[src/rtl/pipelined_rca_adder.sv]
// Pipelined ripple-carry adder/subtractor: one operand chunk per stage, carry and
// partial sum travel forward in registers, valid/ready handshake with global stall.
module pipelined_rca_adder #(
    parameter int WIDTH  = 41,
    parameter int STAGES = 4
) (
    input  logic             i_clk,
    input  logic             i_rst,
    input  logic             i_valid,
    output logic             o_ready,
    input  logic [WIDTH-1:0] i_add_term1,
    input  logic [WIDTH-1:0] i_add_term2,
    input  logic             i_carry,
    input  logic             i_sub,
    output logic             o_valid,
    input  logic             i_ready,
    output logic [WIDTH:0]   o_result,
    output logic             o_overflow
);
    localparam int CHUNK  = (WIDTH + STAGES - 1) / STAGES;
    localparam int LAST_W = WIDTH - (STAGES - 1) * CHUNK;

    // Per-stage state: remaining operand bits, completed low sum bits, carry, valid.
    logic [WIDTH-1:0] a_reg     [STAGES];
    logic [WIDTH-1:0] b_reg     [STAGES];
    logic [WIDTH-1:0] sum_reg   [STAGES];
    logic             carry_reg [STAGES];
    logic             valid_reg [STAGES];
    logic             ovf_reg;
    logic             advance;

    assign o_valid    = valid_reg[STAGES-1];
    assign o_ready    = !o_valid || i_ready;
    assign advance    = o_ready;
    assign o_result   = {carry_reg[STAGES-1], sum_reg[STAGES-1]};
    assign o_overflow = ovf_reg;

    for (genvar gi = 0; gi < STAGES; gi++) begin : g_stage
        localparam int LO = gi * CHUNK;
        localparam int W  = (gi == STAGES - 1) ? LAST_W : CHUNK;

        logic [WIDTH-1:0] a_in;
        logic [WIDTH-1:0] b_in;
        logic [WIDTH-1:0] sum_in;
        logic [WIDTH-1:0] a_next;
        logic [WIDTH-1:0] b_next;
        logic [WIDTH-1:0] sum_next;
        logic             c_in;
        logic             v_in;
        logic [W-1:0]     chunk_sum;
        logic             ripple;
        logic             c_out;

        if (gi == 0) begin : g_head
            // Subtraction is A + ~B + 1; the carry-in is forced and i_carry ignored.
            assign a_in   = i_add_term1;
            assign b_in   = i_sub ? ~i_add_term2 : i_add_term2;
            assign c_in   = i_sub | i_carry;
            assign sum_in = '0;
            assign v_in   = i_valid;
        end else begin : g_body
            assign a_in   = a_reg[gi-1];
            assign b_in   = b_reg[gi-1];
            assign c_in   = carry_reg[gi-1];
            assign sum_in = sum_reg[gi-1];
            assign v_in   = valid_reg[gi-1];
        end

        always_comb begin
            ripple    = c_in;
            chunk_sum = '0;
            for (int k = 0; k < W; k++) begin
                chunk_sum[k] = a_in[LO + k] ^ b_in[LO + k] ^ ripple;
                ripple       = (a_in[LO + k] & b_in[LO + k]) |
                               (ripple & (a_in[LO + k] ^ b_in[LO + k]));
            end
            c_out = ripple;
        end

        always_comb begin
            sum_next            = sum_in;
            sum_next[LO +: W]   = chunk_sum;
            a_next              = a_in;
            a_next[LO +: W]     = '0;
            b_next              = b_in;
            b_next[LO +: W]     = '0;
        end

        always_ff @(posedge i_clk or posedge i_rst) begin
            if (i_rst) begin
                valid_reg[gi] <= 1'b0;
                carry_reg[gi] <= 1'b0;
                a_reg[gi]     <= '0;
                b_reg[gi]     <= '0;
                sum_reg[gi]   <= '0;
            end else if (advance) begin
                valid_reg[gi] <= v_in;
                carry_reg[gi] <= c_out;
                a_reg[gi]     <= a_next;
                b_reg[gi]     <= b_next;
                sum_reg[gi]   <= sum_next;
            end
        end

        // The final chunk holds the sign bits, so signed overflow is resolved here.
        if (gi == STAGES - 1) begin : g_ovf
            always_ff @(posedge i_clk or posedge i_rst) begin
                if (i_rst) begin
                    ovf_reg <= 1'b0;
                end else if (advance) begin
                    ovf_reg <= (a_in[WIDTH-1] == b_in[WIDTH-1]) &&
                               (chunk_sum[W-1] != a_in[WIDTH-1]);
                end
            end
        end
    end

endmodule

[config.mk]
export PLATFORM = sky130hd
export DESIGN_NAME = pipelined_rca_adder
export DESIGN_NICKNAME = d
export VERILOG_FILES = /design/src/rtl/pipelined_rca_adder.sv
export SDC_FILE = /design/constraint.sdc
export NUM_CORES = 1
export LEC_CHECK = 0
export CORE_ASPECT_RATIO = 0.9
export CORE_MARGIN = 5
export CORE_UTILIZATION = 55
export CTS_CLUSTER_DIAMETER = 40
export DETAILED_ROUTE_END_ITERATION = 10
export PLACE_DENSITY = 0.89
export SYNTH_ARGS = -nofsm -noshare
export SYNTH_HDL_FRONTEND = slang
export SYNTH_SLANG_ARGS = --single-unit
[constraint.sdc]
create_clock -name i_clk -period 11.4 [get_ports i_clk]
set_clock_uncertainty 0.15 [all_clocks]
set_input_delay 2.85 -clock i_clk [delete_from_list [all_inputs] [get_ports i_clk]]
set_output_delay 2.85 -clock i_clk [all_outputs]
set_load 0.03 [all_outputs]
==> flow_results.org, run 1 <==
** Status
- Run status :: completed

** Clocking
- Post_cts resized :: 0
- TritonCTS Sinks :: 230
- Maximum root-to-sink buffer count :: 3
- Quantity of hold-fixing buffers added after cts :: 0
- After clock tree synthesis, the clock-pin slew on the worst setup and hold paths is 50 ps.
- Htree depth :: 1
- Post-CTS setup buffer count :: 0
- Clock tree from TritonCTS :: done
- The root buffer cell chosen for the clock tree is sky130_fd_sc_hd__clkbuf_16.
- TritonCTS created 30 clock buffers.
- Insertion delay of the later-clocked pin in the worst-skew pair :: 530 ps

** Timing
- Based on the critical path, the design can be clocked at up to 118 MHz.
- Final worst setup slack :: 2920 ps
- The number of pins with negative max-slew slack in the final report came to 0.
- After layout, the minimum clock period comes to 8480 ps.
- Slew @ Worst Pin :: 1030 ps
- Setup TNS Final :: 0 ps
- The number of hold-slack violations in the final timing report came to 0.
- Unrepaired setup endpoints after global routing :: no
- Setup violations remaining at the end of the flow were counted as 0.
- Hold timing on the final database bottoms out at a slack of 309 ps.
- Fraction of the cycle the final worst path needs :: 74.4%
- Measured against its own limit, the worst slew margin works out to 31.1%.

** Synth
- A synthesized cell averages 16.4 um2.
- Cell area after technology mapping :: 10200 um2
- Instance count of the mapped netlist :: 624
- In this run, distinct cell masters in the synthesized netlist total 21.
- After Yosys synthesis, XOR and XNOR cells account for 3.60% of the synthesized area.
- Number of flops mapped to enable cells by yosys :: 0
- Post-Synthesis Net Count :: 754
- Top flip-flop cell by instance count after synthesis :: sky130_fd_sc_hd__dfrtp_1
- After Yosys synthesis, full adders, half adders and majority gates account for 8.15% of the synthesized area.
- Warning count from the yosys run :: 0
- Async S/R FF share, synth :: 100%
- The synthesized netlist devotes 1.29% of its cell area to simple gates.
- Fraction of the yosys area taken by sequential cells :: 56.3%
- Synth Area in Compound Gates :: 0.759%
- After synthesis the netlist holds a flip-flop and latch count of 230.
- Fraction of synthesized area in multiplexers :: 26.5%
- Combinational family with the most area after synthesis :: multiplexers

** Global route
- Global-route wire length before repair :: 32600 um
- Number of global-route vias before repair :: 6255
- After global routing, the most crowded layer is met2.
- The initial antenna violation count is 2.
- Met2 routing resource usage after global routing :: 30.1%
- Met3 track demand over resource :: 5.12%
- Entering global routing, the biggest net connects 150 pins.
- Global routing used 18.5% of the available tracks.
- Total congestion overflow :: 0
- Global routing used 25.2% of the available met1 tracks.

** Power and ir drop
- The share of total power dissipated in combinational logic is 36.1%.
- The analysis attributes to cell leakage a power of 0.00562 uW.
- Internal Dissipation :: 2550 uW
- In this run, the clock network consumes 25.9% of the power.
- Total net switching power :: 1190 uW
- Power per Cell Area :: 294 nW/um2
- Sequential Power Share :: 38.0%
- Switching Share :: 31.7%
- Across the VDD grid, the largest voltage drop is 0.183 mV.

** Critical path
- Delay contributed by the slowest stage of the critical path :: 1000 ps
- Startpoint of the worst register-to-register path :: g_stage[2].a_in[22]
- Capture point of the critical path :: o_ready
- Library cell contributing the largest single delay on the critical path :: sky130_fd_sc_hd__clkdlybuf4s50_1
- Critical path class :: in2out
- In this run the register-to-register setup slack is 6240 ps.
- The signal on the critical path passes through clkdlybuf4s50_1, nor2b_4, inv_8, clkdlybuf4s50_1.
- STA classifies the critical path startpoint as an input port.
- At the worst endpoint, the arrival time is 5480 ps.
- Data required time at the worst endpoint :: 8400 ps
- The cell that appears most often on the critical path is sky130_fd_sc_hd__clkdlybuf4s50_1.
- The worst setup path is captured at a primary output.
- Path depth of the worst reg2reg path :: 15
- CP max FO :: 105
- Critical R2R Capture :: g_stage[3].sum_in[32]
- The most critical setup path has its startpoint at i_ready.

** Final layout
- Number of filler cells placed in the layout :: 1191
- The multi-input combinational cells in the finished layout cover a total of 4130 um2.
- Fraction of final layout cells with drive strength greater than 1 :: 34.7%
- Commonest cells after routing, fill and taps aside :: sky130_fd_sc_hd__dfrtp_1 (230), sky130_fd_sc_hd__clkdlybuf4s50_1 (131), sky130_fd_sc_hd__mux2_2 (129)
- The finished layout holds 1029 standard cells, fillers aside.
- The library cell used most frequently in the layout, excluding fill and tap cells, is sky130_fd_sc_hd__dfrtp_1.
- In the final layout, flip-flops and latches occupy 5760 um2.
- Final net count :: 890
- Layout Area Growth over Synthesis :: 24.5%

** Detailed routing
- First DRT Iteration DRCs :: 123
- Vias :: 5356
- Dividing the detail-routed via count by the number of cells gives 5.21.
- Number of search-and-repair iterations in the first detailed-routing pass :: 4
- Drt drc :: 0
- Antenna-violating nets left :: 0
- Mean routed wirelength per cell :: 18.9 um
- After detailed routing, the total wire length is 19400 um.

** Die
- The floorplan step defined a die boundary enclosing 21400 um2.
- For this design the top-level I/O count stands at 133.
- The floorplan step set the die height to 139 um.
- Core box area :: 18300 um2
- The floorplan has 47 rows.
- Once the floorplan was initialized, standard cells occupied 55.7% of the core.
- In this run the horizontal extent of the chip is 154 um.

** Place
- Routability-driven placement finished with a final weighted congestion of 0.886.
- Including well taps, the total number of placed cells is 973.
- Detailed-placement wirelength estimate :: 12600 um
- Worst slack after detailed placement :: 2920 ps
- Port Buf Inserts :: 132

** Flow run
- Reported max-cap violation count :: 0

** Worst hold path
- Worst min-delay path class :: reg2reg
==> sequential cells by signal (all words and copies together), names as in the netlist <==
| register | flops |
|---|---|
| g_stage.sum_in | 66 |
| o_valid | 1 |
| g_stage.v_in | 3 |
| g_stage.c_in | 3 |
| o_overflow | 1 |
| g_stage.b_in | 57 |
| o_result | 42 |
| g_stage.a_in | 57 |
==> worst min-delay path by stage <==
stage,slack (ps),startpoint,cells after the start,endpoint
2_1_floorplan,280,g_stage[3].v_in,1,o_valid
3_3_place_gp,290,g_stage[3].v_in,1,o_valid
3_5_place_dp,300,g_stage[3].v_in,1,o_valid
4_1_cts,310,g_stage[3].v_in,1,o_valid
5_1_grt,340,g_stage[3].v_in,1,o_valid
6_report,310,g_stage[3].v_in,1,o_valid
==> metal layers <==
| metal | wire (um) | up-vias |
|---|---|---|
| met5 | 11 | - |
| met2 | 9360 | 153 |
| met1 | 8390 | 2780 |
| li1 | - | 2386 |
| met4 | 383 | 2 |
| met3 | 1270 | 35 |
==> synth_stat cells (all sizes together), types with 2 or more instances <==
cell      n  share of area, %
mux2    210                26
buf      30               2.2
inv      31               1.1
xor2     30               2.6
dfrtp   230                56
a21oi    14              0.69
fa       41               8.0
clkbuf    2             0.073
nor3b    14               1.0
xnor2    12               1.0
mux2i     4              0.39
==> metrics by stage <==
| stage | total power [uW] | utilization (%) | instance area (um2) |
|---|---|---|---|
| global placement | 2710 | 63.6 | 11700 |
| floorplan | 2370 | - | 10200 |
| CTS | 3790 | 69.3 | 12700 |
| detailed placement | 2790 | 63.6 | 11700 |
| finish | 3740 | 69.3 | 12700 |
| global route | 3970 | 69.3 | 12700 |
==> power by group through the flow <==
stage | registers [uW] | clock network [uW] | logic (uW)
2_1_floorplan | 1520 | 0 | 849
3_3_place_gp | 1410 | 0 | 1300
3_5_place_dp | 1440 | 0 | 1360
4_1_cts | 1430 | 986 | 1370
5_1_grt | 1470 | 1020 | 1480
6_report | 1420 | 968 | 1350
==> cell families after synthesis <==
| family | after synthesis |
|---|---|
| and+or+nand+nor | 18 |
| AOI/OAI and AO/OA | 15 |
| adders and majority gates | 42 |
| buffers and inverters | 63 |
| xor gates and xnor gates | 42 |
| muxes | 214 |
| DFF | 230 |
==> critical path: cells and delay by family <==
kind / cells / cell delay [ps]
buffers and inverters: 3 / 2440
AND/OR/NAND/NOR: 1 / 120
==> area by class of cell <==
cell class | instances | area share (%)
diodes | 1 | 0.0197
clock buffers | 34 | 6.26
clock inverters | 21 | 2.03
inverters | 31 | 1.03
multi-input cells | 331 | 32.4
flip-flops and latches | 230 | 45.2
well taps | 245 | 2.41
repair buffers | 136 | 10.6
No activity file was read; power rests on OpenSTA's default activity.
==> inputs of run 2 (changes only) <==
CORE_UTILIZATION = 50   (was 55)
PLACE_DENSITY = 0.85   (was 0.89)
clock period = 7.28 ns   (was 11.4 ns; I/O delays follow)
==> flow_results.org, run 2 (synthesis gave the netlist of run 1 again) <==
** Clocking
- Clock root buffer :: sky130_fd_sc_hd__clkbuf_16
- Clock edge transition at the registers on the reported setup and hold paths :: 60 ps (about the same)
- TritonCTS Sinks :: 230 (unchanged)
- The clock network latency to the later pin of the worst-skew pair came to 520 ps (about the same).
- Post_cts resized :: 0 (unchanged)
- Clock tree from TritonCTS :: done
- Maximum root-to-sink buffer count :: 3 (unchanged)
- Post-CTS setup buffer count :: 0 (unchanged)
- Htree depth :: 1 (unchanged)
- The TritonCTS buffer count came to 28 (-6.7%).
- Quantity of hold-fixing buffers added after cts :: 0 (unchanged)

** Timing
- The final setup violation count is 0 (unchanged).
- Achievable frequency :: 146 MHz
- The smallest setup slack after layout is 419 ps (-2500 ps).
- Fraction of the cycle the final worst path needs :: 94.2%
- Period minus WS final :: 6860 ps
- The actual slew at the worst max-slew pin was 1090 ps (+60.8 ps).
- Unrepaired setup endpoints after global routing :: no
- The setup TNS came to 0 ps (unchanged).
- Relative max-transition margin :: 27.1% (-4.1 points)
- Final hold vios :: 0 (unchanged)
- The number of pins with negative max-slew slack in the final report is 0 (unchanged).

** Final layout
- The library cells used most frequently in the layout, excluding fill and tap cells, are sky130_fd_sc_hd__dfrtp_1 (230), sky130_fd_sc_hd__clkdlybuf4s50_1 (131), sky130_fd_sc_hd__mux2_2 (129).
- Number of flip-flops under the largest register name :: 66 (unchanged)
- Most frequent standard cell in the layout excluding fill and tap cells :: sky130_fd_sc_hd__dfrtp_1
- Layout Area Growth over Synthesis :: 24.1%
- Final net count :: 892 (+0.22%)
- Non-filler cells, final :: 1037 (+0.78%)
- Fraction of final layout cells with drive strength greater than 1 :: 34.6% (-0.17 points)

** Detailed routing
- Aggregate routed wire length :: 19000 um (-2.3%)
- The DRC violation count after routing was 0 (unchanged).
- Mean routed wirelength per cell :: 18.3 um (-3.0%)
- The antenna violation net count after detailed routing is 0 (unchanged).
- The total number of vias is 5268 (-1.6%).
- Drt via density :: 5.08 (-2.4%)
- The number of iterations in the first detailed-routing pass was 4 (unchanged).
- The number of DRC markers in iteration 0 is 264 (+110%).

** Worst hold path
- WHS Path Cells :: 1 (unchanged)
- The min-delay analysis places its worst path in the category reg2reg.
- For hold timing, the worst endpoint is o_valid.
- The worst hold path begins at g_stage[3].v_in.

** Place
- The placement-stage worst setup slack is -146 ps (-3070 ps).
- Detailed-placement wirelength estimate :: 12200 um (-2.9%)
- Global placer's final weighted congestion :: 0.739 (-17%)
- Port Buf Inserts :: 132 (unchanged)
- The number of placed instances, taps included was 987 (+1.4%).

** Power and ir drop
- Leakage power figure :: 0.00559 uW (-0.57%)
- The ratio of total power to cell area came to 451 nW/um2 (+53%).
- Sum of internal, switching and leakage power :: 5720 uW (+53%)
- The maximum vdd ir drop is 0.225 mV (+23%).

** Critical path
- The worst setup path is launched from an input port.
- Startpoint of the worst register-to-register path :: g_stage[2].a_in[22]
- Worst Setup End Kind :: flop
- The cell depth of the worst flop-to-flop path is 15 (unchanged).
- The worst setup path is of the in2reg kind.
- CP max FO :: 1 (-99%)
- Critical R2R Capture :: g_stage[3].sum_in[32]
- Arrival time at the worst endpoint :: 7110 ps (+1630 ps)
- The required time of the worst setup path was 7530 ps (-870 ps).
- The slack of the worst reg-to-reg path came to 2190 ps (-4050 ps).

** Global route
- The global-route total usage across every layer came to 16.5% (-1.9 points).
- Antenna violations before repair :: 0 (-2)
- Largest net degree at the start of global routing :: 149 (-0.67%)
- Number of global-route vias before repair :: 6036 (-3.5%)
- Total congestion overflow :: 0 (unchanged)
- The global-route wire length before repair came to 31900 um (-2.4%).

** Status
- Run status :: completed

** Flow run
- The number of maximum-capacitance constraint violations came to 0 (unchanged).

** Die
- Top-Level Pins :: 133 (unchanged)
- Core box area :: 20000 um2 (+9.3%)
- Full die area :: 23400 um2 (+9.3%)
- The effective utilization at floorplan was 51.0% (-4.7 points).
- FP Rows :: 49 (+4.3%)
- Vertical die dimension :: 146 um (+4.5%)
- The die boundary width came to 161 um (+4.6%).
[run 2: cell types whose count changed in the layout (fill, tap and decap cells not counted), sizes merged]
cell / previous run / this run
bufinv: 4 / 3
clkbuf: 34 / 35
clkinv: 8 / 6
inv: 37 / 31
buf: 5 / 9
clkinvlp: 3 / 5
[run 2: power breakdown]
part	internal, uW	total [uW]	switching [uW]
logic	1190	2090	899
registers	1860	2220	362
clock network	875	1400	527
[run 2: cell type report]
class	instances	area, um2
clock inverter	14	178
inverter	31	128
timing repair buffer	140	1390
sequential	230	5760
multi-input combinational	331	4130
tap	255	319
clock buffer	35	788
antenna	1	2.50
fill	1435	7360
[run 2: worst max-delay path, stage by stage]
cell	delay (ps)
sky130_fd_sc_hd__clkdlybuf4s50_1	470
sky130_fd_sc_hd__xor2_1	180
sky130_fd_sc_hd__fa_1	190
sky130_fd_sc_hd__inv_1	50
sky130_fd_sc_hd__fa_1	410
sky130_fd_sc_hd__fa_1	430
sky130_fd_sc_hd__fa_1	430
sky130_fd_sc_hd__fa_1	410
sky130_fd_sc_hd__fa_1	400
sky130_fd_sc_hd__fa_1	390
sky130_fd_sc_hd__fa_1	400
sky130_fd_sc_hd__fa_1	390
sky130_fd_sc_hd__fa_1	360
sky130_fd_sc_hd__inv_1	80
sky130_fd_sc_hd__fa_1	420
sky130_fd_sc_hd__mux2_2	270
[run 2: per-stage QoR]
step	util (%)	hold WS, ps	area [um2]
floorplan	-	280	10200
global placement	58.4	288	11700
detailed placement	58.4	298	11700
CTS	63.3	307	12700
global route	63.3	342	12700
finish	63.3	308	12700
[run 2: how the worst max path moves through the flow]
stage / from / to / cells past startpoint
floorplan: i_sub / g_stage[1].sum_in[10] / 17
global placement: i_add_term2[0] / g_stage[1].sum_in[10] / 16
detailed placement: i_add_term2[0] / g_stage[1].sum_in[10] / 16
CTS: i_add_term2[0] / g_stage[1].sum_in[10] / 16
global route: i_add_term2[0] / g_stage[1].sum_in[10] / 16
finish: i_add_term2[0] / g_stage[1].sum_in[10] / 16
[run 2: layer usage]
layer  up-vias  wire length [um]  global-route usage, %
met5         -                 0                      0
met3        33              1120                   3.71
li1       2377                 -                      -
met4         0               375                   3.67
met1      2721              8540                   23.3
met2       137              8940                   26.6
==> inputs of run 3 (changes only) <==
CORE_ASPECT_RATIO = 0.6   (was 0.9)
CORE_MARGIN = 4   (was 5)
==> flow_results.org, run 3 (synthesis gave the netlist of run 1 again) <==
** Clocking
- The TritonCTS buffer count is 25 (-11%).
- Post_cts resized :: 0 (unchanged)
- Insertion delay of the later-clocked pin in the worst-skew pair :: 500 ps (-20 ps)
- The deepest clock path buffer count came to 3 (unchanged).
- Clock root buffer :: sky130_fd_sc_hd__clkbuf_16
- Post-CTS setup buffer count :: 0 (unchanged)
- Clock tree from TritonCTS :: done
- The CTS sink count was 230 (unchanged).
- The count of H-tree levels built during CTS is 1 (unchanged).
- The clock input transition at the sequential cells of the worst setup and hold paths came to 60 ps (about the same).
- Quantity of hold-fixing buffers added after cts :: 0 (unchanged)

** Timing
- Period minus WS final :: 6860 ps (+4.14 ps)
- The smallest setup slack after layout is 415 ps (-4.14 ps).
- The final setup violation count was 0 (unchanged).
- Number of pins exceeding their max-slew limit in the final report :: 0 (unchanged)
- Fraction of the cycle the final worst path needs :: 94.3% (about the same)
- Achievable frequency :: 146 MHz (about the same)
- The number of hold-slack violations in the final timing report was 0 (unchanged).
- The relative slew slack came to 26.7% (-0.33 points).
- Setup repair after global routing left no endpoint under its margin.
- The actual slew at the worst max-slew pin is 1100 ps (+5.02 ps).

** Place
- Placed cell area :: 11800 um2 (+0.36%)
- Worst slack after detailed placement :: -111 ps (+34.6 ps)
- The weighted congestion at the end of routability-driven global placement is 0.763 (+3.2%).
- The number of port buffers is 132 (unchanged).
- The total half-perimeter wirelength after legalization and detailed placement is 12100 um (-1.2%).

** Power and ir drop
- Power per Cell Area :: 446 nW/um2 (-0.96%)
- The leakage power of the design came to 0.00556 uW (-0.61%).
- Sum of internal, switching and leakage power :: 5640 uW (-1.4%)
- The maximum vdd ir drop is 0.231 mV (+2.9%).

** Detailed routing
- First DRT Iteration DRCs :: 261 (-1.1%)
- Drt via density :: 5.01 (-1.4%)
- Antenna-violating nets left :: 0 (unchanged)
- Drt drc :: 0 (unchanged)
- The total number of vias was 5264 (-0.076%).
- Aggregate routed wire length :: 18600 um (-1.9%)
- Mean routed wirelength per cell :: 17.7 um (-3.2%)
- The number of iterations in the first detailed-routing pass was 4 (unchanged).

** Worst hold path
- Worst min-delay path class :: reg2reg

** Final layout
- The share of layout cells above drive strength 1 is 34.1% (-0.51 points).
- The number of nets in the layout came to 890 (-0.22%).
- Layout Area Growth over Synthesis :: 23.6%
- # diodes :: 0 (-1)
- The flip-flop count of the largest register, all copies and words added is 66 (unchanged).
- The final cell area excluding filler cells came to 12600 um2 (-0.42%).
- The library cell used most frequently in the layout, excluding fill and tap cells, is sky130_fd_sc_hd__dfrtp_1.
- The top cell types in the final layout, fill and taps aside, are sky130_fd_sc_hd__dfrtp_1 (230), sky130_fd_sc_hd__clkdlybuf4s50_1 (131), sky130_fd_sc_hd__mux2_2 (129).

** Die
- The die outline area came to 22900 um2 (-2.3%).
- FP Rows :: 40 (-18%)
- The effective utilization at floorplan came to 51.1% (+0.073 points).
- Core box area :: 20000 um2 (-0.14%)
- Top-Level Pins :: 133 (unchanged)
- The vertical extent of the die was 119 um (-18%).
- The die boundary width is 193 um (+20%).

** Critical path
- The worst setup path is of the in2reg kind.
- Library cell contributing the largest single delay on the critical path :: sky130_fd_sc_hd__clkdlybuf4s50_1
- Data required time at the worst endpoint :: 7520 ps (about the same)
- The largest stage delay on the critical path was 470 ps (about the same).
- The worst setup path is captured at a flop.
- The cell that appears most often on the critical path is sky130_fd_sc_hd__fa_1.
- The slack of the worst reg-to-reg path is 2060 ps (-130 ps).
- STA classifies the critical path startpoint as an input port.
- The signal arrival time at the worst endpoint was 7100 ps (about the same).
- CP max FO :: 1 (unchanged)
- The signal on the critical path passes through clkdlybuf4s50_1, xor2_1, fa_1, inv_1, fa_1, fa_1, fa_1, fa_1, fa_1, fa_1, fa_1, fa_1, fa_1, inv_1, fa_1, mux2_2.

** Global route
- The residual overflow from global routing is 0 (unchanged).
- Number of global-route vias before repair :: 5718 (-5.3%)
- The global-route total usage across every layer is 16.6% (+0.071 points).
- Antenna violations before repair :: 0 (unchanged)
- The global-route wire length before repair was 30600 um (-4.1%).
- Largest net degree at the start of global routing :: 113 (-24%)

** Flow run
- The number of maximum-capacitance constraint violations is 0 (unchanged).

** Status
- Run status :: completed
-- run 3: worst paths after layout --
| kind | from | endpoint | cells past startpoint |
|---|---|---|---|
| max in group asynchronous | i_rst | g_stage[2].b_in[39] | 4 |
| max | i_add_term2[0] | g_stage[1].sum_in[10] | 16 |
| min | g_stage[3].v_in | o_valid | 1 |
| min reg2reg | g_stage[3].v_in | o_valid | 1 |
| min in group asynchronous | i_rst | g_stage[1].a_in[29] | 2 |
| max reg2reg | g_stage[1].a_in[11] | g_stage[2].sum_in[21] | 15 |
-- run 3: area by class of cell --
type                    instances  area [um2]
clock buffers                  35         723
repair buffers                141        1410
clock inverters                10         149
well taps                     273         342
fillers                      1438        7390
inverters                      31         128
flip-flops and latches        230        5760
multi-input cells             331        4130
-- run 3: per-stage QoR --
stage	utilization, %	instances	hold slack (ps)	TNS (ps)
after global placement	58.7	1006	297	0
after CTS	63.1	1051	311	0
after global routing	63.1	1051	331	0
final	63.1	1051	313	0
after detailed placement	58.7	1006	295	-111
after floorplan	-	624	280	0
-- run 3: critical path, delay by kind of cell --
family / cells / cell delay [ps]
multiplexers: 1 / 270
buffers and inverters: 3 / 590
XOR/XNOR: 1 / 180
adder cells (fa/ha/maj): 11 / 4220
-- run 3: layer usage --
metal | track usage (%) | vias to the layer above | routed length, um
li1 | - | 2385 | -
met1 | 25.7 | 2749 | 9240
met2 | 24.8 | 108 | 8270
met3 | 3.36 | 22 | 843
met4 | 2.80 | 0 | 258
met5 | 0 | - | 0
-- run 3: where the power goes --
group	leakage, uW	internal (uW)	total (uW)	switching [uW]
combinational	0.00248	1200	2120	920
sequential	0.00266	1860	2210	344
clock	0.000419	805	1310	504
